### src/rtl/db15_serial_joy.sv
// Polls two DB15 pads through a 24-bit 74HC165 chain and publishes both button words once per frame.
// states: LOAD latch chain | SHIFT_LO sample bit | SHIFT_HI clock high | UPDATE publish (1 clk) | GAP idle
module db15_serial_joy #(
  parameter int CLK_DIV   = 20,
  parameter int GAP_TICKS = 64
) (
  input  logic        clk,
  input  logic        reset,
  input  logic        joy_data,
  output logic        joy_clk,
  output logic        joy_load,
  output logic [15:0] joystick1,
  output logic [15:0] joystick2,
  output logic        present,
  output logic        frame_done
);

  localparam logic [2:0] ST_LOAD     = 3'd0;
  localparam logic [2:0] ST_SHIFT_LO = 3'd1;
  localparam logic [2:0] ST_SHIFT_HI = 3'd2;
  localparam logic [2:0] ST_UPDATE   = 3'd3;
  localparam logic [2:0] ST_GAP      = 3'd4;

  localparam logic [7:0] TC_LAST  = 8'(CLK_DIV - 1);
  localparam logic [9:0] GAP_LAST = 10'(GAP_TICKS - 1);

  logic [2:0]  state_q, state_d;
  logic [7:0]  tick_cnt_q, tick_cnt_d;
  logic [4:0]  idx_q, idx_d;
  logic [9:0]  gap_q, gap_d;
  logic [23:0] shift_q, shift_d;
  logic [11:0] joy1_q, joy1_d, joy2_q, joy2_d;
  logic        present_q, present_d;
  logic        done_q, done_d;
  logic        load_q, load_d;
  logic        jclk_q, jclk_d;
  logic        sync1_q, sync2_q;
  logic        run_q;
  logic        tick;

  always_comb begin
    tick       = (tick_cnt_q == TC_LAST);
    state_d    = state_q;
    idx_d      = idx_q;
    gap_d      = gap_q;
    shift_d    = shift_q;
    joy1_d     = joy1_q;
    joy2_d     = joy2_q;
    present_d  = present_q;
    tick_cnt_d = tick ? 8'd0 : tick_cnt_q + 8'd1;
    // Hold the divider for the first clk out of reset so that LOAD spans a full CLK_DIV of low joy_load.
    if (!run_q) tick_cnt_d = 8'd0;

    case (state_q)
      ST_LOAD: if (tick) begin
        idx_d   = 5'd0;
        state_d = ST_SHIFT_LO;
      end
      ST_SHIFT_LO: if (tick) begin
        shift_d[idx_q] = ~sync2_q;
        state_d        = ST_SHIFT_HI;
      end
      ST_SHIFT_HI: if (tick) begin
        if (idx_q == 5'd23) begin
          state_d = ST_UPDATE;
        end else begin
          idx_d   = idx_q + 5'd1;
          state_d = ST_SHIFT_LO;
        end
      end
      ST_UPDATE: begin
        state_d    = ST_GAP;
        gap_d      = 10'd0;
        tick_cnt_d = 8'd0;
      end
      ST_GAP: if (tick) begin
        gap_d = gap_q + 10'd1;
        if (gap_q == GAP_LAST) state_d = ST_LOAD;
      end
      default: state_d = ST_LOAD;
    endcase

    // Outputs are registered from the next state so they are visible during UPDATE itself.
    done_d = (state_d == ST_UPDATE);
    if (done_d) begin
      if (&shift_q) begin
        joy1_d    = 12'd0;
        joy2_d    = 12'd0;
        present_d = 1'b0;
      end else begin
        joy1_d    = shift_q[11:0];
        joy2_d    = shift_q[23:12];
        present_d = 1'b1;
      end
    end
    load_d = (state_d != ST_LOAD);
    jclk_d = (state_d == ST_SHIFT_HI);
  end

  always_ff @(posedge clk) begin
    if (reset) begin
      state_q    <= ST_LOAD;
      tick_cnt_q <= 8'd0;
      idx_q      <= 5'd0;
      gap_q      <= 10'd0;
      shift_q    <= 24'd0;
      joy1_q     <= 12'd0;
      joy2_q     <= 12'd0;
      present_q  <= 1'b0;
      done_q     <= 1'b0;
      load_q     <= 1'b1;
      jclk_q     <= 1'b0;
      sync1_q    <= 1'b1;
      sync2_q    <= 1'b1;
      run_q      <= 1'b0;
    end else begin
      state_q    <= state_d;
      tick_cnt_q <= tick_cnt_d;
      idx_q      <= idx_d;
      gap_q      <= gap_d;
      shift_q    <= shift_d;
      joy1_q     <= joy1_d;
      joy2_q     <= joy2_d;
      present_q  <= present_d;
      done_q     <= done_d;
      load_q     <= load_d;
      jclk_q     <= jclk_d;
      sync1_q    <= joy_data;
      sync2_q    <= sync1_q;
      run_q      <= 1'b1;
    end
  end

  assign joy_clk    = jclk_q;
  assign joy_load   = load_q;
  assign joystick1  = {4'd0, joy1_q};
  assign joystick2  = {4'd0, joy2_q};
  assign present    = present_q;
  assign frame_done = done_q;

endmodule

### config.mk
export PLATFORM = sky130hd
export DESIGN_NAME = db15_serial_joy
export DESIGN_NICKNAME = d
export VERILOG_FILES = /design/src/rtl/db15_serial_joy.sv
export SDC_FILE = /design/constraint.sdc
export NUM_CORES = 1
export LEC_CHECK = 0
export CAP_MARGIN = 15
export CORE_MARGIN = 2
export CORE_UTILIZATION = 65
export DETAILED_ROUTE_END_ITERATION = 10
export DONT_BUFFER_PORTS = 1
export GPL_ROUTABILITY_DRIVEN = 1
export PLACE_DENSITY = 0.81
export SLEW_MARGIN = 5
export SYNTH_ARGS = -nofsm -noshare
export SYNTH_HDL_FRONTEND = slang
export SYNTH_SLANG_ARGS = --single-unit
### constraint.sdc
create_clock -name clk -period 4.5 [get_ports clk]
set_clock_uncertainty 0.15 [all_clocks]
set_input_delay 0.45 -clock clk [delete_from_list [all_inputs] [get_ports clk]]
set_output_delay 0.45 -clock clk [all_outputs]
set_load 0.02 [all_outputs]
==> impl_metrics.ini, run 1 <==
[floorplanning]
io_pins = 39
initial_core_util = 0.667
rows = 27
dieArea_sq_um = 6200
die_w_um = 78.7
die_h_um = 78.7
core_sq_um = 5440

[drt]
route.antenna.remaining_nets = 0
remaining_drc_errors = 0
drt_iter0_markers = 271
viasPerCell = 6.33
wire_per_inst_um = 16.9
dr.pass1.iters = 4
drt_wl_total_um = 7740
vias = 2901

[synth]
synth_ff_type = dfxtp_1
async_flop_share = 0
synth_edf_count = 0
syn_inst = 404
synth-seq-area-share = 0.447
synth_warnings = 0
synth.avg_cell_area_sq_um = 8.98
ys_ff_latch = 81
netlist_area_sq_um = 3630
ys_types = 47

[global_routing]
grt_pass1_vias = 2643
overflow = 0
grt_max_degree = 61
grt_pass1_wl_um = 13200
track_usage = 0.267
antenna_found_initial = 0

[critical_path]
crit_path_max_fanout = 21
critPathSlowestCell = and4_1
critPathBufInv = 0
cp-end-kind = register
cp.arrival_ns = 2.74
crit_required_ns = 4.55
timing.rr.start = tick_cnt_q[0]
crit_path_max_incr_delay_ns = 0.74
startpoint_type = register
crit_start = tick_cnt_q[0]
critPathTopFamily = simple AND/OR/NAND/NOR gates
worstSetupPathType = reg -> reg
cp_cell_sequence = ha_1, and3b_1, and4_1, and2_1, a311oi_1

[clock_network]
htree_levels = 3
cts_resized = 0
postCtsSetupBuffers = 0
clk_latency_ns = 0.35
clk_path_buf_depth = 2
cts_made_buffers = 9
clk_pin_slew_ns = 0.08
cts.sinks = 81
holdBufCountCts = 1
cts_root_buf = clkbuf_8
cts_tree = done

[sta]
tightest_slew_ns = 0.882
maxSlewViolCount = 0
whs_ns = 0.0157
min_period_ns = 2.69
rsz0062_at_grt = false
setup_tns_ns = 0
post-route-period-util = 0.598
hold_viol_final = 0
max-slew-margin-rel = 0.404
setup_viol = 0
fmaxAchievable_mhz = 372

[pwr]
power_density_nw_per_um2 = 339
power_mw = 1.27
peakVddDrop_uv = 350
leakage_nw = 1.23

[cells_and_area]
area_growth_pct = 3.21
nets = 391
diodes = 0
drive_gt1_frac = 0.0725
design_area_sq_um = 3740
final_common_cell = dfxtp_1
final_cell_mix = 81 x dfxtp_1, 37 x a21oi_1, 32 x nand2_1
nFillCells = 426

[min_path]
min_from = reset
hp-class = in -> reg

[placed_design]
hpwl_um = 4990
globalplace.congestion = 0.818
port-buffer-count = 0
place_area_sq_um = 3510

[status]
status = finished clean

[job]
maxCapViolCount = 0
## sequential cells by signal (all words and copies together), names as in the netlist
register    flops
shift_q        24
joy1_q         12
joy2_q         12
gap_q          10
tick_cnt_q      8
idx_q           5
state_q         3
frame_done      1
joy_clk         1
joy_load        1
present         1
run_q           1
sync1_q         1
sync2_q         1
## cell usage after synthesis, drive strengths merged (8+ instances only)
cell type | n | area, sq um
nand3 | 12 | 60.1
nand2 | 32 | 120
or3 | 8 | 50.1
o211ai | 25 | 188
o21ai | 8 | 40.0
nor2 | 23 | 88.8
inv | 8 | 30.0
a311oi | 18 | 158
dfxtp | 81 | 1620
nand4 | 17 | 106
buf | 17 | 135
a31oi | 19 | 119
clkbuf | 27 | 101
a21oi | 37 | 185
## final cells by class
cell class                      instances  area (sq um)  area share
Multi-Input combinational cell        278          1770       0.472
Inverter                                8          30.0     0.00802
Sequential cell                        81          1620       0.433
Tap cell                               72          90.1      0.0241
Clock inverter                          3          40.0      0.0107
Timing Repair Buffer                    4          41.3      0.0110
Clock buffer                           12           155      0.0414
## where the power goes
group / switching, mW / internal [mW] / total [mW]
Sequential: 0.00348 / 0.719 / 0.722
Clock: 0.248 / 0.282 / 0.531
Combinational: 0.0134 / 0.00431 / 0.0177
Total: 0.265 / 1.01 / 1.27
## through the flow
stage / util / setup slack [ns] / instances
after floorplan: - / 2.39 / 411
after global placement: 0.645 / 1.97 / 439
after detailed placement: 0.645 / 1.87 / 439
after CTS: 0.683 / 1.86 / 455
after global routing: 0.689 / 1.64 / 458
final: 0.689 / 1.81 / 458
## per-layer routing
metal | wire length (um) | up-vias | global-route usage
li1 | - | 1438 | -
met1 | 3420 | 1359 | 0.359
met2 | 3740 | 95 | 0.418
met3 | 490 | 9 | 0.0716
met4 | 85 | 0 | 0.0860
met5 | 0 | - | 0
## worst reg2reg max path: stages, from the launching register on
cell	delay (ns)
dfxtp_1	0.35
ha_1	0.25
and3b_1	0.55
and4_1	0.75
and2_1	0.36
a311oi_1	0.13
## final timing paths
path | end | cells after the start | slack (ns)
worst max-delay path | shift_q[17] | 5 | 1.81
worst min-delay path | shift_q[14] | 1 | 0.02
worst max register to register | shift_q[17] | 5 | 1.81
worst min register to register | sync2_q | 1 | 0.26
## cell families after synthesis
| logic type | synth area share |
|---|---|
| adder cells (fa/ha/maj) | 0.0207 |
| flip-flops | 0.447 |
| AND/OR/NAND/NOR | 0.212 |
| buffers and inverters | 0.0734 |
| multiplexers | 0.0166 |
| other | 0.00103 |
| AO/OA/AOI/OAI | 0.207 |
| XOR/XNOR | 0.0217 |
Note: power is estimated with default switching activity, not from simulation.
==> run 2: changes to the inputs <==
CORE_UTILIZATION = 63   (was 65)
PLACE_DENSITY = 0.79   (was 0.81)
clock period = 2.7 ns   (was 4.5 ns; I/O delays follow)
==> run 2 against run 1 <==
Effect of this change: sequential share of layout area shrank 0.81 points; clock-buffer cell count unchanged; sequential cell count is the same; setup slack worse by 1.5 ns; clock power grew 80%; die area rose by 3.0%; combinational power increased to 2.6 times the previous value; critical endpoint is now shift_q[16]; largest power group unchanged.
==> impl_metrics.ini, run 2 (synthesized netlist as in run 1, its figures left out) <==
[clock_network]
clk_latency_ns = 0.35
cts_resized = 0
postCtsSetupBuffers = 0
clk_pin_slew_ns = 0.08
cts.sinks = 81
htree_levels = 3
cts_made_buffers = 9
cts_tree = done
cts_root_buf = clkbuf_8
clk_path_buf_depth = 2

[drt]
remaining_drc_errors = 0
drt_wl_total_um = 7840
vias = 2986
drt_iter0_markers = 312
route.antenna.remaining_nets = 0
wire_per_inst_um = 16.9
dr.pass1.iters = 5
viasPerCell = 6.44

[global_routing]
grt_pass1_wl_um = 13400
antenna_found_initial = 0
grt_pass1_vias = 2752
overflow = 0
track_usage = 0.269
grt_max_degree = 61

[cells_and_area]
drive_gt1_frac = 0.0893
regMostFlops = shift_q
final_common_cell = dfxtp_1
diodes = 0
reg_top3 = shift_q (24), joy1_q (12), joy2_q (12)
nets = 397
area_growth_pct = 5.17
final_cell_mix = 81 x dfxtp_1, 37 x a21oi_1, 32 x nand2_1
design_area_sq_um = 3820
largest_reg_flops = 24

[sta]
max-slew-margin-rel = 0.437
fmaxAchievable_mhz = 415
setup_tns_ns = 0
setup_viol = 0
post-route-period-util = 0.892
min_period_ns = 2.41
maxSlewViolCount = 0
hold_viol_final = 0
tightest_slew_ns = 0.843
rsz0062_at_grt = false

[critical_path]
crit_start = tick_cnt_q[0]
crit_path_max_fanout = 11
worstReg2RegEnd = shift_q[16]
cp_cell_sequence = ha_1, and3b_1, and4_1, buf_4, a31oi_1, a311oi_1
r2r_slack_ns = 0.29
worstSetupPathType = reg -> reg
crit_path_max_incr_delay_ns = 0.48
timing.rr.start = tick_cnt_q[0]
cp-endpoint = shift_q[16]
cp.arrival_ns = 2.50
cp-end-kind = register
critPathSlowestCell = and4_1
reg2reg_depth = 6
crit_required_ns = 2.80
startpoint_type = register

[floorplanning]
initial_core_util = 0.655
io_pins = 39
core_sq_um = 5540
die_h_um = 79.9
die_w_um = 79.9
rows = 27
dieArea_sq_um = 6380

[min_path]
hold_depth = 2
hp-class = in -> reg

[placed_design]
place_area_sq_um = 3570
hpwl_um = 5080
globalplace.congestion = 0.831
port-buffer-count = 0

[pwr]
power_density_nw_per_um2 = 577
leakage_nw = 1.27
peakVddDrop_uv = 374

[status]
status = finished clean

[job]
maxCapViolCount = 0
run 2: where the power goes:
group | switching (mW) | leakage [nW] | internal (mW)
logic | 0.0360 | 0.513 | 0.0103
registers | 0.00285 | 0.654 | 1.20
clock network | 0.415 | 0.106 | 0.541
total | 0.454 | 1.27 | 1.75
run 2: stage by stage:
| stage | cells | hold WS (ns) | setup WS, ns | utilization | power (mW) |
|---|---|---|---|---|---|
| 2_1_floorplan | 411 | 0.224 | 0.589 | - | 1.27 |
| 3_3_place_gp | 447 | 0.190 | 0.496 | 0.644 | 1.25 |
| 3_5_place_dp | 447 | 0.191 | 0.403 | 0.644 | 1.26 |
| 4_1_cts | 464 | 0.0938 | 0.332 | 0.689 | 2.20 |
| 5_1_grt | 464 | 0.100 | 0.104 | 0.689 | 2.26 |
| 6_report | 464 | 0.0896 | 0.292 | 0.689 | 2.20 |
run 2: worst min-delay path by stage:
stage,endpoint,from,slack (ns)
CTS,joy2_q[5],reset,0.09
finish,joy2_q[5],reset,0.09
floorplan,sync1_q,joy_data,0.22
global placement,frame_done,reset,0.19
detailed placement,frame_done,reset,0.19
global route,joy2_q[7],reset,0.10
run 2: timing repair:
| action | in CTS | in global routing |
|---|---|---|
| hold buffers | 2 | 0 |
| setup endpoints to repair | 0 | 0 |
| hold endpoints to repair | 61 | 0 |
run 2: layout make-up:
type                    instances  area, sq um
fillers                       457         1720
repair buffers                 10         97.6
multi-input cells             278         1770
flip-flops and latches         81         1620
clock inverters                 3         65.1
well taps                      72         90.1
inverters                       8         30.0
clock buffers                  12          145
run 2: critical path, delay by kind of cell, from the launching register on:
family                     cells  cell delay, ns
AOI/OAI and AO/OA              2            0.42
buffers and inverters          1            0.25
adders and majority gates      1            0.25
DFF                            1            0.35
and+or+nand+nor                2            0.87
run 2: metal layers:
metal,vias up,track usage,share of wire
met5,-,0,0
met4,0,0.125,0.024
met3,17,0.0566,0.053
met2,100,0.444,0.48
met1,1413,0.333,0.44
li1,1456,-,-
==> run 3: changes to the inputs <==
CORE_UTILIZATION = 56   (was 63)
DONT_BUFFER_PORTS = not set   (was 1)
==> run 3 against run 2 <==
Effect of this change: sequential share of layout area shrank 2.5 points; fmax increased by 2.3%; sequential power hardly changed; sequential cell count stayed put; first-iteration DRC count decreased by 15%; cell area up 6.4%; critical path depth stayed put.
==> impl_metrics.ini, run 3 (synthesized netlist as in run 1, its figures left out) <==
[sta]
min_period_ns = 2.35
hold_viol_final = 0
rsz0062_at_grt = false
tightest_slew_ns = 0.833
maxSlewViolCount = 0
setup_tns_ns = 0
post-route-period-util = 0.872
setup_viol = 0
max-slew-margin-rel = 0.444
fmaxAchievable_mhz = 425

[cells_and_area]
drive_gt1_frac = 0.0811
regMostFlops = shift_q
area_growth_pct = 11.9
largest_reg_flops = 24
diodes = 0
nets = 424
final_cell_mix = 81 x dfxtp_1, 37 x a21oi_1, 32 x nand2_1
design_area_sq_um = 4060
final_common_cell = dfxtp_1
reg_top3 = shift_q (24), joy1_q (12), joy2_q (12)

[clock_network]
clk_path_buf_depth = 2
htree_levels = 3
cts_tree = done
cts_root_buf = clkbuf_8
cts.sinks = 81
clk_pin_slew_ns = 0.08
holdBufCountCts = 0
cts_made_buffers = 9
cts_resized = 0
clk_latency_ns = 0.35
postCtsSetupBuffers = 0

[pwr]
switching_share = 0.213
p_clk_frac = 0.417
peakVddDrop_uv = 357
pwr-share-seq = 0.562
leakage_nw = 1.34
power_mw = 2.14
p_switching_mw = 0.455
power_density_nw_per_um2 = 526
pwr-share-comb = 0.021
p_int_mw = 1.68

[job]
maxCapViolCount = 0

[drt]
dr.pass1.iters = 6
viasPerCell = 6.26
vias = 3103
wire_per_inst_um = 15.8
remaining_drc_errors = 0
drt_wl_total_um = 7840
drt_iter0_markers = 266
route.antenna.remaining_nets = 0

[critical_path]
crit_required_ns = 2.77
crit_path_max_fanout = 10
timing.rr.start = tick_cnt_q[0]
r2r_slack_ns = 0.35
crit_start = tick_cnt_q[0]
cp-end-kind = register
reg2reg_depth = 6
startpoint_type = register
worstReg2RegEnd = idx_q[4]
worstSetupPathType = reg -> reg
cp.arrival_ns = 2.42

[placed_design]
hpwl_um = 5420
globalplace.congestion = 0.804
port-buffer-count = 30
place_area_sq_um = 3860

[floorplanning]
core_sq_um = 6310
initial_core_util = 0.575
io_pins = 39
die_w_um = 84.5
die_h_um = 84.5
rows = 29
dieArea_sq_um = 7140

[global_routing]
grt_max_degree = 40
overflow = 0
grt_pass1_vias = 2883
grt_pass1_wl_um = 13300
antenna_found_initial = 0
track_usage = 0.228

[min_path]
hp-class = in -> reg
min_from = reset
hold_depth = 2
min_to = frame_done

[status]
status = finished clean
-- run 3: layer usage --
layer / global-route usage / share of wire / vias to the layer above
li1: - / - / 1499
met3: 0.0403 / 0.055 / 25
met4: 0.134 / 0.034 / 0
met1: 0.281 / 0.43 / 1459
met5: 0 / 0 / -
met2: 0.373 / 0.48 / 120
-- run 3: area by class of cell --
type                            count  area, sq um
Sequential cell                    81         1620
Multi-Input combinational cell    278         1770
Inverter                            8         30.0
Fill cell                         541         2250
Timing Repair Buffer               37          348
Clock inverter                      2         37.5
Tap cell                           77         96.3
Clock buffer                       13          159
-- run 3: power groups by stage --
stage	clock, mW	sequential [mW]	combinational (mW)
2_1_floorplan	0	1.23	0.0428
3_3_place_gp	0	1.23	0.0446
3_5_place_dp	0	1.23	0.0451
4_1_cts	0.902	1.20	0.0451
5_1_grt	0.954	1.20	0.0498
6_report	0.891	1.20	0.0457
-- run 3: how the worst max path moves through the flow --
stage / endpoint
floorplan: joy1_q[1]
global placement: present
detailed placement: idx_q[4]
CTS: idx_q[4]
global route: idx_q[4]
finish: idx_q[4]
-- run 3: through the flow --
| step | hold slack [ns] | worst slack, ns | util | std cells |
|---|---|---|---|---|
| floorplan | 0.224 | 0.589 | - | 411 |
| global placement | 0.245 | 0.508 | 0.612 | 481 |
| detailed placement | 0.254 | 0.427 | 0.612 | 481 |
| CTS | 0.161 | 0.363 | 0.643 | 496 |
| global route | 0.185 | 0.170 | 0.643 | 496 |
| finish | 0.166 | 0.347 | 0.643 | 496 |
-- run 3: critical path: stages, from the launching register on --
cell and delay, ns:
dfxtp_1 0.35, ha_1 0.26, and3b_1 0.41, buf_4 0.22
nand2_1 0.13, o41ai_1 0.58, nor2_1 0.12
